## src/rtl/alu_sequencer.sv

```systemverilog
// alu_sequencer: program sequencer that feeds an 8-bit ALU.
// Fetches bytes, loads operands, issues ALU ops and resolves flag branches.
module alu_sequencer #(
    parameter int         ADDR_W    = 8,
    parameter int         ALU_WAIT  = 2,
    parameter logic [7:0] IDLE_INST = 8'hF0
) (
    input  logic              clk,
    input  logic              resetN,
    input  logic              start,
    output logic [ADDR_W-1:0] memAddr,
    output logic              memRead,
    input  logic [7:0]        memData,
    output logic [7:0]        operandA,
    output logic [7:0]        operandB,
    output logic [7:0]        ramInst,
    input  logic [7:0]        aluResult,
    input  logic              carryFlag,
    input  logic              compFlag,
    output logic [7:0]        resultOut,
    output logic              resultValid,
    output logic              busy,
    output logic              done,
    output logic              illegal,
    output logic [ADDR_W-1:0] pc
);

    localparam int CW = $clog2(ALU_WAIT + 1);

    typedef enum logic [2:0] {
        S_IDLE, S_FETCH, S_DECODE, S_OPFETCH,
        S_OPLATCH, S_ISSUE, S_WAIT, S_HALT
    } state_t;

    state_t            state, state_n;
    logic [7:0]        ir, ir_n;
    logic [CW-1:0]     cnt, cnt_n;
    logic [ADDR_W-1:0] pc_n, pc_inc, target, addr_n;
    logic [7:0]        opa_n, opb_n, res_n, inst_n;
    logic              ill_n, rv_n, rd_n, done_n;
    logic              is_alu, is_opnd, is_str, is_nop, is_halt, is_bad;
    logic              take;

    assign pc_inc = pc + ADDR_W'(1);
    assign target = ADDR_W'(memData);
    assign busy   = !(state == S_IDLE || state == S_HALT);

    // decode of the byte arriving on memData (meaningful in DECODE)
    always_comb begin
        is_alu  = 1'b0;
        is_opnd = 1'b0;
        is_str  = 1'b0;
        is_nop  = 1'b0;
        is_halt = 1'b0;
        unique case (1'b1)
            memData[7:4] == 4'h0: is_alu = 1'b1;
            memData inside {8'h10, 8'h11, 8'h20, 8'h21, 8'h22}:
                is_opnd = 1'b1;
            memData == 8'h30: is_str  = 1'b1;
            memData == 8'hFE: is_nop  = 1'b1;
            memData == 8'hFF: is_halt = 1'b1;
            default: ;
        endcase
    end

    assign is_bad = !(is_alu | is_opnd | is_str | is_nop | is_halt);

    always_comb begin
        case (ir)
            8'h20:   take = 1'b1;
            8'h21:   take = carryFlag;
            8'h22:   take = compFlag;
            default: take = 1'b0;
        endcase
    end

    always_ff @(posedge clk or negedge resetN) begin
        if (!resetN) state <= S_IDLE;
        else         state <= state_n;
    end

    always_comb begin
        state_n = state;
        unique case (state)
            S_IDLE, S_HALT:
                if (start) state_n = S_FETCH;
            S_FETCH:   state_n = S_DECODE;
            S_DECODE: begin
                if (is_alu)       state_n = S_ISSUE;
                else if (is_opnd) state_n = S_OPFETCH;
                else if (is_halt) state_n = S_HALT;
                else              state_n = S_FETCH;
            end
            S_OPFETCH: state_n = S_OPLATCH;
            S_OPLATCH: state_n = S_FETCH;
            S_ISSUE:   state_n = S_WAIT;
            S_WAIT:
                if (cnt <= CW'(1)) state_n = S_FETCH;
            default:   state_n = S_IDLE;
        endcase
    end

    always_comb begin
        pc_n  = pc;
        ir_n  = ir;
        cnt_n = cnt;
        opa_n = operandA;
        opb_n = operandB;
        res_n = resultOut;
        ill_n = illegal;
        rv_n  = 1'b0;
        unique case (state)
            S_IDLE, S_HALT:
                if (start) begin
                    pc_n  = '0;
                    ill_n = 1'b0;
                end
            S_DECODE: begin
                ir_n = memData;
                pc_n = pc_inc;
                if (is_str) begin
                    res_n = aluResult;
                    rv_n  = 1'b1;
                end
                if (is_bad) ill_n = 1'b1;
            end
            S_OPLATCH: begin
                pc_n = take ? target : pc_inc;
                if (ir == 8'h10) opa_n = memData;
                if (ir == 8'h11) opb_n = memData;
            end
            S_ISSUE: cnt_n = CW'(ALU_WAIT);
            S_WAIT:  cnt_n = cnt - CW'(1);
            default: ;
        endcase
        // strobes are registered, so they follow the state being entered
        rd_n   = (state_n == S_FETCH) || (state_n == S_OPFETCH);
        addr_n = rd_n ? pc_n : '0;
        inst_n = (state == S_DECODE && is_alu) ? memData : IDLE_INST;
        done_n = (state_n == S_HALT) && (state != S_HALT);
    end

    always_ff @(posedge clk or negedge resetN) begin
        if (!resetN) begin
            pc          <= '0;
            memAddr     <= '0;
            memRead     <= 1'b0;
            operandA    <= 8'h00;
            operandB    <= 8'h00;
            resultOut   <= 8'h00;
            resultValid <= 1'b0;
            done        <= 1'b0;
            illegal     <= 1'b0;
            ramInst     <= IDLE_INST;
            ir          <= 8'h00;
            cnt         <= '0;
        end else begin
            pc          <= pc_n;
            memAddr     <= addr_n;
            memRead     <= rd_n;
            operandA    <= opa_n;
            operandB    <= opb_n;
            resultOut   <= res_n;
            resultValid <= rv_n;
            done        <= done_n;
            illegal     <= ill_n;
            ramInst     <= inst_n;
            ir          <= ir_n;
            cnt         <= cnt_n;
        end
    end

endmodule

```

## config.mk

```make
export PLATFORM = sky130hd
export DESIGN_NAME = alu_sequencer
export DESIGN_NICKNAME = d
export VERILOG_FILES = /design/src/rtl/alu_sequencer.sv
export SDC_FILE = /design/constraint.sdc
export NUM_CORES = 1
export LEC_CHECK = 0
export ABC_AREA = 1
export CAP_MARGIN = 20
export CORE_UTILIZATION = 49
export DETAILED_ROUTE_END_ITERATION = 8
export GPL_ROUTABILITY_DRIVEN = 0
export PLACE_DENSITY = 0.84
export SYNTH_ARGS = -nofsm -noshare
export SYNTH_HDL_FRONTEND = slang
export SYNTH_SLANG_ARGS = --single-unit
```

## constraint.sdc

```tcl
create_clock -name clk -period 1.7 [get_ports clk]
set_input_delay 0.425 -clock clk [delete_from_list [all_inputs] [get_ports clk]]
set_output_delay 0.425 -clock clk [all_outputs]
set_load 0.05 [all_outputs]
```

# Word-level counts from Yosys, hierarchy flattened
# Index checks and enable logic that the tools add are counted.
dict set report op_classes {
  mux 23
  eq_ne 26
  reduce_logical 15
  magnitude_cmp 1
  bitwise 4
  addsub 2
}
# cell count
set ops {}
lappend ops {{8-bit by 6-bit == test with 1-bit output (second input constant)} 7}
lappend ops {{8-bit by 5-bit == test with 1-bit output (second input constant)} 4}
lappend ops {{8-bit two-way mux} 4}
lappend ops {{8-bit one-hot mux with 3 select lines} 1}
lappend ops {{3-bit one-hot mux with 7 select lines} 1}
lappend ops {{8-bit == test (second input constant)} 2}
lappend ops {{3-bit == test (second input constant)} 5}
lappend ops {{3-bit two-way mux} 5}
lappend ops {{3-bit by 2-bit == test with 1-bit output (second input constant)} 3}
lappend ops {{1-bit two-way mux} 9}
lappend ops {{8-bit by 1-bit adder with 8-bit output (second input constant)} 1}
lappend ops {{3-bit by 1-bit == test with 1-bit output (second input constant)} 2}
lappend ops {{2-bit AND reduction} 3}
lappend ops {{5-bit nonzero test} 1}
lappend ops {{4-bit logical NOT} 1}
lappend ops {{2-bit != test (second input constant)} 2}
lappend ops {{1-bit bitwise OR} 4}
lappend ops {{2-bit one-hot mux with 2 select lines} 1}
lappend ops {{2-bit nonzero test} 2}
lappend ops {{3-bit logical NOT} 1}
lappend ops {{3-bit != test (second input constant)} 1}
lappend ops {{1-bit one-hot mux with 3 select lines} 1}
lappend ops {{3-bit AND reduction} 1}
lappend ops {{2-bit by 1-bit less-or-equal comparator with 1-bit output (second input constant)} 1}
lappend ops {{6 further kinds} 8}
dict set report word_totals {
  regBits 65
  in_bits 21
  out_inout_bits 53
}

# Longest topological paths before layout
dict set report logic_depth {
  word_depth 9
  depth_mapped 11
  ltp_nobuf 11
}

# Worst setup path before layout
# Ideal clock, no wire load.
dict set report synth_path {
  path_type {register to register}
  from {reg pc[0]}
  to {reg memAddr[6]}
  period_less_slack_ps 1751
  path_slack_ps -51
  required_time_ps 1587
  path_stages_with_launch 11
  setup_time_ps 113
  t_arrival_ps 1638
  cell_sequence {dfrtp_1 > ha_1 > nand3_1 > nor2_1 > nand3_1 > nand2_1 > nand2_1 > nand3_1 > nand3_1 > nand2_1 > inv_1}
}
dict set report synth_between {
  elab_chain_cells 4
}
# element line
set synth_rtl {}
lappend synth_rtl {{start, declared} 25} ;# output logic [ADDR_W-1:0] pc
lappend synth_rtl {{start signal, assigned} 158} ;# pc <= pc_n;
lappend synth_rtl {{8-bit by 1-bit adder with 8-bit output *} 44} ;# assign pc_inc = pc + ADDR_W'(1);
lappend synth_rtl {{8-bit two-way mux} 128} ;# pc_n = take ? target : pc_inc;
lappend synth_rtl {{8-bit one-hot mux with 3 select lines *} 112} ;# unique case (state)
lappend synth_rtl {{via pc_n[6]} 38} ;# logic [ADDR_W-1:0] pc_n, pc_inc, target, addr_n;
lappend synth_rtl {{8-bit two-way mux *} 138} ;# addr_n = rd_n ? pc_n : '0;
lappend synth_rtl {{via addr_n[6]} 38}
lappend synth_rtl {{end signal, assigned} 159} ;# memAddr <= addr_n;
lappend synth_rtl {{end, declared} 11} ;# output logic [ADDR_W-1:0] memAddr,
# The timed path passes the listed nets; every way through them passes the cells marked *.
# A chain may end at the register's enable or synchronous reset.

# Worst setup path in the final report
dict set report layout_path {
  from {reg state[0]}
  to {reg memAddr[1]}
}
dict set report layout_between {
  elab_chain_cells 6
  word_cells_on_any_way 17
}
# element line
set layout_rtl {}
lappend layout_rtl {{start, declared} 35} ;# state_t state, state_n;
lappend layout_rtl {{start signal, assigned} 79} ;# else state <= state_n;
lappend layout_rtl {{3-bit == test / 3-bit logical NOT (equally long branches)} 84} ;# unique case (state)
lappend layout_rtl {{2-bit OR reduction} 84}
lappend layout_rtl {{3-bit one-hot mux with 7 select lines *} 84}
lappend layout_rtl {{3-bit by 1-bit == test with 1-bit output / 3-bit by 2-bit == test with 1-bit output (equally long branches)} 137} ;# rd_n = (state_n == S_FETCH) || (state_n == S_OPFETCH);
lappend layout_rtl {{1-bit logical OR *} 137}
lappend layout_rtl {{via rd_n} 40} ;# logic ill_n, rv_n, rd_n, done_n;
lappend layout_rtl {{8-bit two-way mux *} 138}
lappend layout_rtl {{via addr_n[1]} 38}
# Marked as above.

==> metrics.txt <==
status=finished, violations left; violated checks=negative setup slack; fillers=360; Psw=3.50 mW; vias=2984; yosys warns=0; DRC viols=0; Pint=4.32 mW; CTS sink cnt=65; initial antenna violation count=0; routed length per instance=14.7 µm; Worst Path Required=1990 ps; Longest Clk Path Bufs=2; Final Cell Area=4480 µm²; syn_nets=379; starting density of the core=52.1%; Area Overhead vs Synth=52.4%; Pre-antenna DRT Iters=5; commonest non-fill, non-tap cell in the layout=nand2_1; Register-to-Register Path Depth=12; H-tree Lvls=3; Syn Area/Cell=8.23 µm²; Seq/Total Area, Yosys=55.5%; Core Area=5640 µm²; Final Hold Fails=0; post-synthesis mux area share=0%; sum of negative setup slack=-214 ps; Post-Synth XOR/XNOR Area=0.596%; final wirelength=8230 µm; placement-stage cell area=4060 µm²; share of post-route cells with drive strength above 1=32.6%; post-synthesis cell type count=29; largest family of logic cells by synthesized area=simple AND/OR/NAND/NOR gates; Worst Skew=6.72 ps; worst-skew pair later-pin latency=340 ps; Ant. Diodes=0; cell row count=27; Die Wd=79.4 µm; CTS tree=yes; gr ovfl total=0; Cell Area, Synth=2940 µm²; final setup fails=6; critical path capture point type=flop; Avg Vias per Cell=5.34; Hold Path Class=input pin to async pin; height of the die=79.4 µm; Max-Slew Margin vs Limit=77.6%; MaxCap Viol Count=0; min Tclk post-route=1740 ps; Pleak=2.37 nW; Achievable Freq=574 MHz; simple-gate share of the synthesized area=30.5%; Combinational Power Share=53.0%; Root Buffer Master=clkbuf_8; Syn Inst Count=357; HPWL Detailed=5530 µm; crit path kind=flop to flop; most frequent cells in the layout=121 x nand2_1, 77 x buf_4, 56 x dfrtp_1; Sequential Power Share=30.1%; CP Launch Type=flop; switching share of total power=44.7%; post-synthesis adder-cell area fraction=0.426%; post-synthesis compound-gate area fraction=6.00%; Detail Route Antenna Nets=0; Slew Limit Fails=0; largest net degree at the start of global routing=66; post-synthesis register bit count=65; power per standard cell area=1740 nW/µm²; vias in the first global route=2879; number of buffers created by CTS=9; PortBufs=73; Tot GR Track Use=27.1%; DRC marker count from the first detailed-route iteration=211; unrepaired setup endpoints after global routing=yes; Critical Path Fanout Max=7; worst setup margin=-42.4 ps; Worst EP arrival=2030 ps; Final nets=504; Clk network pwr share=16.9%; Worst VDD drop=1.68 mV; first-pass GRT wire length=12800 µm; clock transition at the registers of the reported paths=70 ps; Die ar.=6310 µm²; I/O pins=74; crit share post-route=102%; actual slew at the worst max-slew pin=336 ps; share of Yosys cell area claimed by the top area cell type=51.9%; largest area contributor in the netlist=dfrtp_1; largest cells by area after synthesis=dfrtp_1 52%, nand2_1 16%, nand3_1 5.8%, inv_1 5.5%, o21ai_0 3.9%
[worst max-delay path, cell delays in order, from the launching register on]
cell	delay, ps
dfrtp_2	440
buf_4	170
inv_2	100
nor2_2	60
nand2_1	90
nand2_1	60
nor2_1	170
nand3_1	150
nand2_1	120
nand2_2	110
inv_4	110
nand2_1	60
inv_1	50
[Yosys cell counts]
master    number
o22ai_1        1
nand4_2        2
o21ai_1        2
inv_1         43
nor2_1        25
nand2_1      127
nand3_1       34
or2_1          1
nand4_1        6
clkbuf_1       1
a21oi_1        4
o21ai_0       23
dfrtp_1       61
buf_6          2
nor3_2         1
dfstp_2        4
nor2_4         1
buf_2          2
nor3_1         1
ha_1           1
nor3_4         1
xor2_1         2
o311ai_0       1
nand2_2        4
inv_2          2
o21bai_1       1
nor2_2         2
o21ai_2        1
or2_2          1
[layout make-up]
class	count	area, µm²	area share, %
flip-flops and latches	65	1640	36.6
repair buffers	119	1200	26.7
multi-input cells	242	1180	26.2
inverters	45	175	3.91
clock inverters	6	67.6	1.51
well taps	72	90.1	2.01
clock buffers	10	138	3.07
[metal layers]
| layer | up-vias | wire length [µm] | global-route usage [%] |
|---|---|---|---|
| met4 | 0 | 200 | 14.2 |
| met5 | - | 0 | 0 |
| met1 | 1432 | 3260 | 32.7 |
| met3 | 22 | 560 | 4.91 |
| met2 | 146 | 4210 | 45.9 |
| li1 | 1384 | - | - |
[power by group through the flow]
stage | clock network (mW) | registers [mW] | logic (mW)
finish | 1.32 | 2.35 | 4.14
global route | 1.41 | 2.40 | 4.42
CTS | 1.33 | 2.34 | 3.73
detailed placement | 0 | 2.39 | 3.55
global placement | 0 | 2.37 | 3.45
floorplan | 0 | 3.15 | 1.24
[state kept, by name, summed over array words and instances, names as in the netlist]
signal,flops
ir,8
done,1
memAddr,8
cnt,2
pc,8
memRead,1
resultOut,8
operandA,8
resultValid,1
ramInst,8
operandB,8
illegal,1
state,3
[worst paths after layout]
check | start | to | slack, ps
max in group asynchronous | resetN | ramInst[6] | 1300
worst max-delay path | state[0] | memAddr[1] | -40
worst min register to register | resultOut[5] | resultOut[5] | 480
worst min-delay path | resetN | resultOut[6] | 80
worst max register to register | state[0] | memAddr[1] | -40
min in group clk | resultOut[5] | resultOut[5] | 480
[cells by family after synthesis]
group	count (synthesis)
AND/OR/NAND/NOR	206
flip-flops	65
buffers and inverters	50
AO/OA/AOI/OAI	33
XOR/XNOR	2
adder cells (fa/ha/maj)	1
[per-stage QoR]
stage / util, % / std cells / setup slack, ps / hold WS [ps] / power [mW]
after floorplan: - / 357 / 111 / 129 / 4.39
after global placement: 71.9 / 526 / -170 / 457 / 5.82
after detailed placement: 71.9 / 526 / -237 / 462 / 5.94
after CTS: 76.8 / 551 / -12.8 / 91.3 / 7.40
after global routing: 79.4 / 559 / -103 / 111 / 8.23
final: 79.4 / 559 / -42.4 / 83.7 / 7.81
[repair_timing]
action,4_1_cts,5_1_grt
gates resized for setup,3,28
setup endpoints to repair,1,33
hold buffers,0,0
buffers inserted,9,8
pin swaps,3,7
(Power assumes the default switching activity.)
